$ cat config.mk
export PLATFORM = sky130hd
export DESIGN_NAME = xrv1_iqueue
export DESIGN_NICKNAME = d
export VERILOG_FILES = /design/src/rtl/xrv1_iqueue.sv
export SDC_FILE = /design/constraint.sdc
export NUM_CORES = 1
export LEC_CHECK = 0
export ABC_AREA = 1
export CORE_ASPECT_RATIO = 1.5
export CORE_MARGIN = 1
export CORE_UTILIZATION = 50
export DETAILED_ROUTE_END_ITERATION = 10
export PLACE_DENSITY_LB_ADDON = 0.1
export SYNTH_ARGS = -nofsm -noshare
export SYNTH_HDL_FRONTEND = slang
export SYNTH_SLANG_ARGS = --single-unit
$ cat constraint.sdc
create_clock -name clk_i -period 2.8 [get_ports clk_i]
set_input_delay 0.28 -clock clk_i [delete_from_list [all_inputs] [get_ports clk_i]]
set_output_delay 0.28 -clock clk_i [all_outputs]
set_load 0.005 [all_outputs]
$ cat src/rtl/xrv1_iqueue.sv
// In-flight instruction queue: circular buffer of issued tags with per-source producer conflict masks.
// Optional flush port enabled by defining XRV1_IQUEUE_FLUSH_EN.
module xrv1_iqueue #(
  parameter int ITAG_WIDTH_P = 3,
  parameter int rf_addr_width_p = 5,
  localparam int iqueue_size_lp = 1 << ITAG_WIDTH_P,
  localparam int num_rs_lp = 2
) (
  input  logic                                             clk_i,
  input  logic                                             rst_i,
`ifdef XRV1_IQUEUE_FLUSH_EN
  input  logic                                             flush_i,
`endif
  input  logic                                             issue_vld_i,
  output logic                                             issue_rdy_o,
  input  logic                                             issue_rd_vld_i,
  input  logic [rf_addr_width_p-1:0]                       issue_rd_addr_i,
  input  logic [num_rs_lp-1:0][rf_addr_width_p-1:0]        issue_rs_addr_i,
  output logic [ITAG_WIDTH_P-1:0]                          issue_itag_o,
  output logic [ITAG_WIDTH_P-1:0]                          retire_itag_o,
  input  logic [ITAG_WIDTH_P-1:0]                          retire_cnt_i,
  output logic [iqueue_size_lp-1:0]                        iqueue_vld_o,
  output logic [iqueue_size_lp-1:0]                        iqueue_rd_vld_o,
  output logic [iqueue_size_lp-1:0][rf_addr_width_p-1:0]   iqueue_rd_addr_o,
  output logic [num_rs_lp-1:0][iqueue_size_lp-1:0]         rs_conflict_o,
  output logic [ITAG_WIDTH_P:0]                            count_o
);

  localparam logic [ITAG_WIDTH_P:0] size_c = (ITAG_WIDTH_P+1)'(iqueue_size_lp);

  logic [ITAG_WIDTH_P-1:0]                        head_r, tail_r, head_n_s, tail_n_s;
  logic [ITAG_WIDTH_P:0]                          count_r, count_n_s, retire_clamp_s;
  logic [iqueue_size_lp-1:0]                      vld_r, vld_n_s, rd_vld_r, rd_vld_n_s;
  logic [iqueue_size_lp-1:0]                      retire_mask_s, issue_sel_s;
  logic [iqueue_size_lp-1:0][rf_addr_width_p-1:0] rd_addr_r, rd_addr_n_s;
  logic                                           issue_acc_s;

  // Readiness depends on registered occupancy only; a flush also blocks issue.
`ifdef XRV1_IQUEUE_FLUSH_EN
  assign issue_rdy_o = (count_r < size_c) & ~flush_i;
`else
  assign issue_rdy_o = (count_r < size_c);
`endif

  assign issue_acc_s    = issue_vld_i & issue_rdy_o;
  assign retire_clamp_s = ({1'b0, retire_cnt_i} > count_r) ? count_r : {1'b0, retire_cnt_i};

  // Next-state: entries within N of head are retired, tail slot takes the accepted issue.
  always_comb begin
    logic [ITAG_WIDTH_P-1:0] offset_v;
    offset_v      = '0;
    retire_mask_s = '0;
    issue_sel_s   = '0;
    rd_vld_n_s    = rd_vld_r;
    rd_addr_n_s   = rd_addr_r;
    for (int k = 0; k < iqueue_size_lp; k++) begin
      offset_v         = ITAG_WIDTH_P'(k) - head_r;
      retire_mask_s[k] = ({1'b0, offset_v} < retire_clamp_s);
      issue_sel_s[k]   = issue_acc_s & (tail_r == ITAG_WIDTH_P'(k));
      rd_vld_n_s[k]    = issue_sel_s[k] ? issue_rd_vld_i  : rd_vld_r[k];
      rd_addr_n_s[k]   = issue_sel_s[k] ? issue_rd_addr_i : rd_addr_r[k];
    end
    head_n_s = head_r + retire_clamp_s[ITAG_WIDTH_P-1:0];
`ifdef XRV1_IQUEUE_FLUSH_EN
    if (flush_i) begin
      vld_n_s   = '0;
      tail_n_s  = head_n_s;
      count_n_s = '0;
    end else begin
      vld_n_s   = (vld_r & ~retire_mask_s) | issue_sel_s;
      tail_n_s  = tail_r + {{(ITAG_WIDTH_P-1){1'b0}}, issue_acc_s};
      count_n_s = count_r + {{ITAG_WIDTH_P{1'b0}}, issue_acc_s} - retire_clamp_s;
    end
`else
    vld_n_s   = (vld_r & ~retire_mask_s) | issue_sel_s;
    tail_n_s  = tail_r + {{(ITAG_WIDTH_P-1){1'b0}}, issue_acc_s};
    count_n_s = count_r + {{ITAG_WIDTH_P{1'b0}}, issue_acc_s} - retire_clamp_s;
`endif
  end

  // Queue state registers.
  always_ff @(posedge clk_i or posedge rst_i) begin
    if (rst_i) begin
      head_r    <= '0;
      tail_r    <= '0;
      count_r   <= '0;
      vld_r     <= '0;
      rd_vld_r  <= '0;
      rd_addr_r <= '0;
    end else begin
      head_r    <= head_n_s;
      tail_r    <= tail_n_s;
      count_r   <= count_n_s;
      vld_r     <= vld_n_s;
      rd_vld_r  <= rd_vld_n_s;
      rd_addr_r <= rd_addr_n_s;
    end
  end

  // Producer match against registered entries; x0 never conflicts.
  always_comb begin
    rs_conflict_o = '0;
    for (int j = 0; j < num_rs_lp; j++) begin
      for (int k = 0; k < iqueue_size_lp; k++) begin
        rs_conflict_o[j][k] = vld_r[k] & rd_vld_r[k] &
                              (rd_addr_r[k] == issue_rs_addr_i[j]) &
                              (issue_rs_addr_i[j] != {rf_addr_width_p{1'b0}});
      end
    end
  end

  assign issue_itag_o     = tail_r;
  assign retire_itag_o    = head_r;
  assign count_o          = count_r;
  assign iqueue_vld_o     = vld_r;
  assign iqueue_rd_vld_o  = rd_vld_r;
  assign iqueue_rd_addr_o = rd_addr_r;

endmodule
==> impl_metrics.env, run 1 <==
export IMPL_drv_cap=0
export IMPL_post_cts_buffers=0
export IMPL_placementRows=41
export IMPL_synth_cell_type_count=27
export IMPL_drt_wirelength_per_cell_um=17.28
export IMPL_syn_area_um2=4340
export IMPL_cts_buffer_depth=2
export IMPL_grt_util_all_layers_pct=31.06
export IMPL_p_leak_nw=2.795
export IMPL_die_h_um=116.1
export IMPL_viasPerCell=5.487
export IMPL_cp_required_ns=3.02
export IMPL_drtPass1Iterations=5
export IMPL_multiInputGateArea_um2=2246
export IMPL_final_cell_mix="nand2_1, clkdlybuf4s50_1, inv_1"
export IMPL_slowest_delay_ns=0.48
export IMPL_worstPathMaxFanout=6
export IMPL_ff2ff_setup_slack_ns=0.28
export IMPL_drt_wl_total_mm=13.58
export IMPL_syn_nets=609
export IMPL_port_buffers=104
export IMPL_area_growth_pct=36.24
export IMPL_finalHoldViolCount=0
export IMPL_min_period_ns=2.581
export IMPL_die_area_um2=9065
export IMPL_avgSynthCellArea_um2=7.806
export IMPL_whs_ns=0.3650
export IMPL_ioPinCount=105
export IMPL_n_fill_cell=741
export IMPL_peakVddDrop_v=0.0008055
export IMPL_crit_family="adder cells"
export IMPL_relSlewSlack_pct=51.13
export IMPL_grt_pass1_vias=4095
export IMPL_place_gp_congestion=0.9647
export IMPL_clk_pin_slew_worst_paths_ns=0.06
export IMPL_cp_start_kind="input pin"
export IMPL_hold_class="in -> async"
export IMPL_setup_viol=0
export IMPL_synth_edff_count=0
export IMPL_fin_crit_sh_pct=92.17
export IMPL_dp_hpwl_mm=10.17
export IMPL_rsz0062_at_grt="false"
export IMPL_layout_commonest_cell="nand2_1"
export IMPL_synth_seq_cells=66
export IMPL_yosysWarnings=0
export IMPL_tightest_slew_ns=0.7291
export IMPL_synth_largest_area_cell="dfrtp_1"
export IMPL_power_density_nw_per_um2=1136
export IMPL_met3_length_um=895
export IMPL_grt_ovfl_total=0
export IMPL_power_w=0.006717
export IMPL_async_reset_ff_share_pct=100.0
export IMPL_start_util_pct=51.59
export IMPL_vias=4313
export IMPL_cts_sinks=66
export IMPL_arrival_ns=2.80
export IMPL_synth_area_leaders="dfrtp_1, nand2_1, ha_1, inv_1, xnor2_1"
export IMPL_critPathKind="in -> reg"
export IMPL_cts_made_buffers=9
export IMPL_synth_cells=556
export IMPL_cpMaxStageDelayCell="clkdlybuf4s50_1"
export IMPL_yosysSeqAreaShare_pct=38.05
export IMPL_die_w_um=78.08
export IMPL_drc=0
export IMPL_antenna_found_initial=0
export IMPL_final_antenna_net_count=0
export IMPL_nets=727
export IMPL_grt_max_degree=39
export IMPL_cts_tree="yes"
export IMPL_grt_pass1_wl_mm=20.87
export IMPL_met2WireLength_mm=6.975
export IMPL_path_buf_inv=3
export IMPL_clk_latency_ns=0.34
export IMPL_top_layer="met4"
export IMPL_final_layout_size_suffix_gt1_share_pct=8.984
export IMPL_cts_root_buf="clkbuf_16"
export IMPL_status="finished, final reports clean"
export IMPL_diodes=0
export IMPL_critical_path_endpoint_type="flop"
export IMPL_core_area_um2=8413
export IMPL_synth_top_area_share_pct=38.05
export IMPL_fmax_ghz=0.3875
export IMPL_cts_htree_levels=3
export IMPL_cp_cell_sequence="clkdlybuf4s50_1, inv_1, ha_1, a21oi_1, nand2_1, nand2_1, nor2_1, a21oi_1, ha_1, buf_4, fa_1, xor2_1"
export IMPL_synthFlopType="dfrtp_1"
export IMPL_fin_util_pct=70.29
export IMPL_clock_skew_ns=0.004670
export IMPL_drt_met1_wl_mm=5.211
export IMPL_drt_initial_drc_count=402
export IMPL_seqCellArea_um2=1652
export IMPL_drv_slew=0
[synth_stat cells, types with 3 or more instances]
master and count:
xor2_1 12, nor2_1 37, o21ai_1 13, nand3_1 14
o22ai_1 15, ha_1 29, o21ai_2 12, buf_2 15
o21ai_0 38, buf_4 3, nand4_1 19, inv_1 91
o21bai_1 7, nand2_1 120, xnor2_1 27, dfrtp_1 66
a21oi_1 22
[cell families (layout without fill, tap and decap cells)]
kind of cell / Yosys count / after routing / synth area share [%]
and+or+nand+nor: 200 / 200 / 19.86
DFF: 66 / 66 / 38.05
AOI/OAI and AO/OA: 110 / 110 / 14.73
xor gates and xnor gates: 39 / 39 / 7.870
buffers and inverters: 110 / 233 / 10.20
adders and majority gates: 31 / 31 / 9.282
[cell type report]
class                   count  share of cell area [%]
clock buffers               9                   3.809
multi-input cells         380                   37.98
inverters                  92                   5.840
flip-flops and latches     66                   27.93
clock inverters             7                   1.693
well taps                 107                   2.264
repair buffers            125                   20.48
[layer usage]
metal  up-vias  track usage (%)
met5         -                0
met4         0            15.80
met3        45            5.703
met2       212            55.50
met1      2034            35.38
li1       2022                -
[sequential cells by signal, summed over array words and instances (netlist names)]
name,flops
retire_itag_o,3
iqueue_vld_o,8
issue_itag_o,3
count_o,4
iqueue_rd_vld_o,8
iqueue_rd_addr_o,40
[stage by stage]
step                      TNS (ns)  setup WS [ns]  instance area [µm²]  std cells
after floorplan                  0         0.1459                 4340        556
after global placement    -0.04480       -0.03342                 5588        770
after detailed placement   -0.3608        -0.1827                 5588        770
after CTS                        0         0.1827                 5913        786
after global routing             0        0.03995                 5913        786
final                            0         0.2194                 5913        786
[final timing paths]
path,start,endpoint,cells after the start
worst min register to register,iqueue_rd_vld_o[4],iqueue_rd_vld_o[4],2
worst max register to register,count_o[2],count_o[2],10
max in group asynchronous,rst_i,iqueue_rd_addr_o[6],3
worst max-delay path,retire_cnt_i[2],count_o[2],12
worst min-delay path,rst_i,iqueue_vld_o[6],2
min in group clk_i,iqueue_rd_vld_o[4],iqueue_rd_vld_o[4],2
[power by group]
part | internal (W) | leakage (nW) | switching [W]
clock network | 0.000787 | 0.160 | 0.000457
logic | 0.00182 | 1.82 | 0.00161
registers | 0.00142 | 0.819 | 0.000626
[what timing repair did]
action                                  in CTS  in global routing
hold buffers                                 0                  0
endpoints found under the setup margin       0                  1
gates resized for setup                      0                  1
Power figures use the tool's default switching activity.
==> run 2: changes to the inputs <==
SETUP_SLACK_MARGIN = 0.3   (was not set)
==> impl_metrics.env, run 2 (synthesis results as in run 1) <==
export IMPL_pre_cts_slack_ns=-0.1441
export IMPL_clk_pin_slew_worst_paths_ns=0.06
export IMPL_whs_ns=0.3234
export IMPL_drc=0
export IMPL_nets=734
export IMPL_drt_initial_drc_count=385
export IMPL_clock_skew_ns=0.004004
export IMPL_drv_slew=0
export IMPL_die_h_um=116.1
export IMPL_r2r_start="count_o[2]"
export IMPL_final_layout_size_suffix_gt1_share_pct=11.95
export IMPL_die_w_um=78.08
export IMPL_dp_hpwl_mm=10.39
export IMPL_area_growth_pct=38.69
export IMPL_grt_pass1_wl_mm=21.29
export IMPL_hold_class="in -> async"
export IMPL_rsz0062_at_grt="false"
export IMPL_cts_root_buf="clkbuf_16"
export IMPL_place_gp_congestion=0.9940
export IMPL_fin_crit_sh_pct=86.69
export IMPL_cts_made_buffers=9
export IMPL_slowest_delay_ns=0.52
export IMPL_die_area_um2=9065
export IMPL_fmax_ghz=0.4120
export IMPL_cts_buffer_depth=2
export IMPL_critical_path_endpoint_type="flop"
export IMPL_largest_register_ff_count=40
export IMPL_drt_wirelength_per_cell_um=17.54
export IMPL_cts_tree="yes"
export IMPL_grt_pass1_vias=4143
export IMPL_seqCellArea_um2=1653
export IMPL_placementRows=41
export IMPL_post_dp_cell_area_um2=5589
export IMPL_cp_start_kind="input pin"
export IMPL_ioPinCount=105
export IMPL_core_area_um2=8413
export IMPL_worstPathMaxFanout=8
export IMPL_final_cell_mix="nand2_1, clkdlybuf4s50_1, inv_1"
export IMPL_cp_required_ns=3.02
export IMPL_setup_viol=0
export IMPL_fin_ws_ns=0.3727
export IMPL_design_area_um2=6020
export IMPL_n_fill_cell=671
export IMPL_cp_cell_sequence="clkdlybuf4s50_1, inv_2, ha_4, a21oi_2, nand2_1, nand2_4, nor2_2, a21oi_2, buf_4, buf_4, ha_1, inv_1, fa_1, xnor2_1"
export IMPL_startpoint="retire_cnt_i[2]"
export IMPL_tightest_slew_ns=0.7985
export IMPL_cpMaxStageDelayCell="clkdlybuf4s50_1"
export IMPL_power_density_nw_per_um2=1145
export IMPL_arrival_ns=2.65
export IMPL_crit_family="buffers and inverters"
export IMPL_port_buffers=104
export IMPL_comb_power_share_pct=51.7
export IMPL_min_period_ns=2.427
export IMPL_cts_sinks=66
export IMPL_p_leak_nw=2.829
export IMPL_vias=4307
export IMPL_clockPowerShare_pct=18.2
export IMPL_grt_util_all_layers_pct=31.64
export IMPL_critPathKind="in -> reg"
export IMPL_layout_commonest_cell="nand2_1"
export IMPL_relSlewSlack_pct=46.48
export IMPL_p_sw_w=0.002758
export IMPL_path_buf_inv=5
export IMPL_grt_max_degree=26
export IMPL_fin_util_pct=71.55
export IMPL_grt_ovfl_total=0
export IMPL_viasPerCell=5.431
export IMPL_antenna_found_initial=0
export IMPL_pwr_share_seq_pct=30.2
export IMPL_cts_htree_levels=3
export IMPL_hold_buffers=0
export IMPL_switching_share_pct=40.02
export IMPL_drv_cap=0
export IMPL_internal_power_w=0.004133
export IMPL_status="finished, final reports clean"
export IMPL_peakVddDrop_v=0.0008294
export IMPL_start_util_pct=51.59
export IMPL_multiInputGateArea_um2=2306
export IMPL_finalHoldViolCount=0
export IMPL_diodes=0
export IMPL_drt_wl_total_mm=13.91
export IMPL_drtPass1Iterations=7
export IMPL_clk_latency_ns=0.33
export IMPL_final_antenna_net_count=0
run 2: path summary, 6_finish.rpt:
path / endpoint / slack [ns] / depth (start not counted)
worst max register to register: retire_itag_o[2] / 0.42 / 13
max in group asynchronous: iqueue_rd_addr_o[5] / 1.74 / 3
worst max-delay path: retire_itag_o[2] / 0.37 / 14
worst min-delay path: retire_itag_o[1] / 0.32 / 2
min in group clk_i: iqueue_rd_vld_o[1] / 0.53 / 2
worst min register to register: iqueue_rd_vld_o[1] / 0.53 / 2
run 2: per-stage QoR:
| stage | power [W] | TNS [ns] | instances |
|---|---|---|---|
| floorplan | 0.003823 | 0 | 556 |
| global placement | 0.005297 | 0 | 771 |
| detailed placement | 0.005442 | -0.2875 | 771 |
| CTS | 0.006767 | 0 | 787 |
| global route | 0.007441 | 0 | 793 |
| finish | 0.006892 | 0 | 793 |
run 2: worst reg2reg max path, cell delays in order, from the launching register on:
cell and delay, ns:
dfrtp_1 0.47, inv_1 0.10, ha_1 0.21, a21oi_2 0.12, nand2_1 0.10, nand2_4 0.13, nor2_2 0.05, a21oi_2 0.14
buf_4 0.13, buf_4 0.11, ha_1 0.13, inv_1 0.05, fa_1 0.39, xnor2_1 0.14
run 2: area by class of cell:
class                      instances  share of cell area [%]
clock buffer                      10                   3.970
timing repair buffer             132                   20.83
clock inverter                     6                   1.476
tap                              107                   2.224
inverter                          92                   5.737
sequential                        66                   27.46
multi-input combinational        380                   38.31
run 2: power groups by stage:
| stage | Clock, W | Sequential [W] | Combinational, W |
|---|---|---|---|
| global placement | 0 | 0.00206 | 0.00324 |
| finish | 0.00125 | 0.00208 | 0.00356 |
| floorplan | 0 | 0.00194 | 0.00188 |
| CTS | 0.00126 | 0.00206 | 0.00345 |
| global route | 0.00130 | 0.00213 | 0.00400 |
| detailed placement | 0 | 0.00207 | 0.00338 |
run 2: metal layers:
layer	global-route usage, %	part of all wire [%]	vias up
met1	34.67	38	2004
met2	57.95	52	208
li1	-	-	2047
met5	0	0	-
met3	5.234	5.7	48
met4	17.41	4.3	0
run 2: what timing repair did:
item,CTS,global route
setup buffers,0,6
pin swaps,1,4
resized for setup,5,11
endpoints found under the setup margin,3,14
==> run 3: changes to the inputs <==
CORE_ASPECT_RATIO = not set   (was 1.5)
HOLD_SLACK_MARGIN = 0.05   (was not set)
==> impl_metrics.env, run 3 (synthesis results as in run 1) <==
export IMPL_finalHoldViolCount=0
export IMPL_critical_path_endpoint_type="flop"
export IMPL_start_util_pct=52.30
export IMPL_grt_pass1_vias=4059
export IMPL_drc=0
export IMPL_drt_initial_drc_count=271
export IMPL_grt_ovfl_total=0
export IMPL_antenna_found_initial=0
export IMPL_reg2reg_depth=15
export IMPL_die_h_um=95.17
export IMPL_grt_max_degree=28
export IMPL_status="finished, final reports clean"
export IMPL_final_antenna_net_count=0
export IMPL_final_layout_size_suffix_gt1_share_pct=10.09
export IMPL_drtPass1Iterations=5
export IMPL_vias=4249
export IMPL_clk_latency_ns=0.35
export IMPL_fin_ws_ns=0.4183
export IMPL_n_fill_cell=712
export IMPL_cts_tree="yes"
export IMPL_die_area_um2=9057
export IMPL_layout_commonest_cell="nand2_1"
export IMPL_min_period_ns=2.382
export IMPL_grt_pass1_wl_mm=20.33
export IMPL_dp_hpwl_mm=9.910
export IMPL_cts_root_buf="clkbuf_8"
export IMPL_clk_pin_slew_worst_paths_ns=0.07
export IMPL_drt_wl_total_mm=13.02
export IMPL_core_area_um2=8299
export IMPL_cp_required_ns=3.02
export IMPL_cts_buffer_depth=2
export IMPL_cts_sinks=66
export IMPL_relSlewSlack_pct=51.92
export IMPL_rsz0062_at_grt="true"
export IMPL_drv_cap=0
export IMPL_area_growth_pct=34.04
export IMPL_viasPerCell=5.385
export IMPL_fin_crit_sh_pct=85.06
export IMPL_arrival_ns=2.60
export IMPL_tightest_slew_ns=0.7173
export IMPL_tns_ns=0
export IMPL_ioPinCount=105
export IMPL_cp_start_kind="input pin"
export IMPL_drv_slew=0
export IMPL_nets=732
export IMPL_power_w=0.006196
export IMPL_cts_htree_levels=3
export IMPL_fin_util_pct=70.10
export IMPL_port_buffers=104
export IMPL_peakVddDrop_v=0.0007193
export IMPL_pre_cts_slack_ns=-0.04474
export IMPL_setup_viol=0
export IMPL_clock_skew_ns=0.004873
export IMPL_hold_class="in -> async"
export IMPL_post_dp_cell_area_um2=5622
export IMPL_critPathKind="in -> reg"
export IMPL_grt_util_all_layers_pct=30.37
export IMPL_fmax_ghz=0.4199
export IMPL_design_area_um2=5818
export IMPL_diodes=0
export IMPL_final_cell_mix="nand2_1, clkdlybuf4s50_1, inv_1"
export IMPL_power_density_nw_per_um2=1065
export IMPL_placementRows=33
export IMPL_worstPathMaxFanout=5
export IMPL_die_w_um=95.17
export IMPL_drt_wirelength_per_cell_um=16.51
export IMPL_place_gp_congestion=0.9068
export IMPL_cts_made_buffers=9
export IMPL_largest_register_ff_count=40
export IMPL_p_leak_nw=2.751
[run 3: cell types whose count changed in the layout (fill, tap and decap cells not counted), moves of 2 or more]
cell and delta:
a21oi_1 +2, a21oi_2 -2, buf_4 -3, bufinv_16 -2
clkbuf_16 -9, clkbuf_8 +9, clkinv_2 +2, inv_1 +3
inv_2 -3, nor2_1 +2
[run 3: path summary, 6_finish.rpt]
kind,startpoint,endpoint,slack [ns]
max in group asynchronous,rst_i,iqueue_rd_addr_o[24],1.88
min reg2reg,iqueue_rd_vld_o[2],iqueue_rd_vld_o[2],0.52
min in group clk_i,iqueue_rd_vld_o[2],iqueue_rd_vld_o[2],0.52
max reg2reg,count_o[1],count_o[3],0.44
max,retire_cnt_i[2],count_o[1],0.42
min,rst_i,issue_itag_o[0],0.29
[run 3: stage by stage]
stage / hold slack (ns) / instances
after global routing: 0.3349 / 789
after CTS: 0.2973 / 788
after floorplan: 0.4010 / 556
after global placement: 0.5021 / 772
after detailed placement: 0.5156 / 772
final: 0.2911 / 789
[run 3: timing repair]
action | in CTS | in global routing
endpoints found under the hold margin | 0 | 0
hold buffers | 0 | 0
setup endpoints to repair | 0 | 5
gates resized for setup | 0 | 4
buffers inserted | 0 | 1
[run 3: layer usage]
| metal | routed length [µm] | share of wire [%] | global-route usage (%) |
|---|---|---|---|
| met3 | 1104 | 8.5 | 4.306 |
| met4 | 598 | 4.6 | 16.92 |
| met5 | 0 | 0 | 0 |
| met1 | 5118 | 39 | 38.01 |
| met2 | 6202 | 48 | 50.24 |
[run 3: final cells by class]
type	instances	area [µm²]	area share, %
Multi-Input combinational cell	380	2267	38.97
Sequential cell	66	1652	28.39
Timing Repair Buffer	130	1251	21.51
Inverter	92	345.3	5.935
Clock buffer	11	141.4	2.430
Tap cell	105	131.4	2.258
Clock inverter	5	30.03	0.5161
[run 3: worst max-delay path, cell delays in order]
cell and delay (ns):
clkdlybuf4s50_1 0.48, inv_1 0.09, ha_4 0.25, a21oi_1 0.13, nand2_1 0.07, nand2_2 0.10, nor2_1 0.05, a21oi_1 0.17
ha_1 0.26, inv_1 0.06, ha_1 0.20, fa_2 0.46
[run 3: power breakdown]
part / switching (W) / internal [W]
registers: 0.000613 / 0.00142
clock network: 0.000386 / 0.000341
logic: 0.00160 / 0.00184
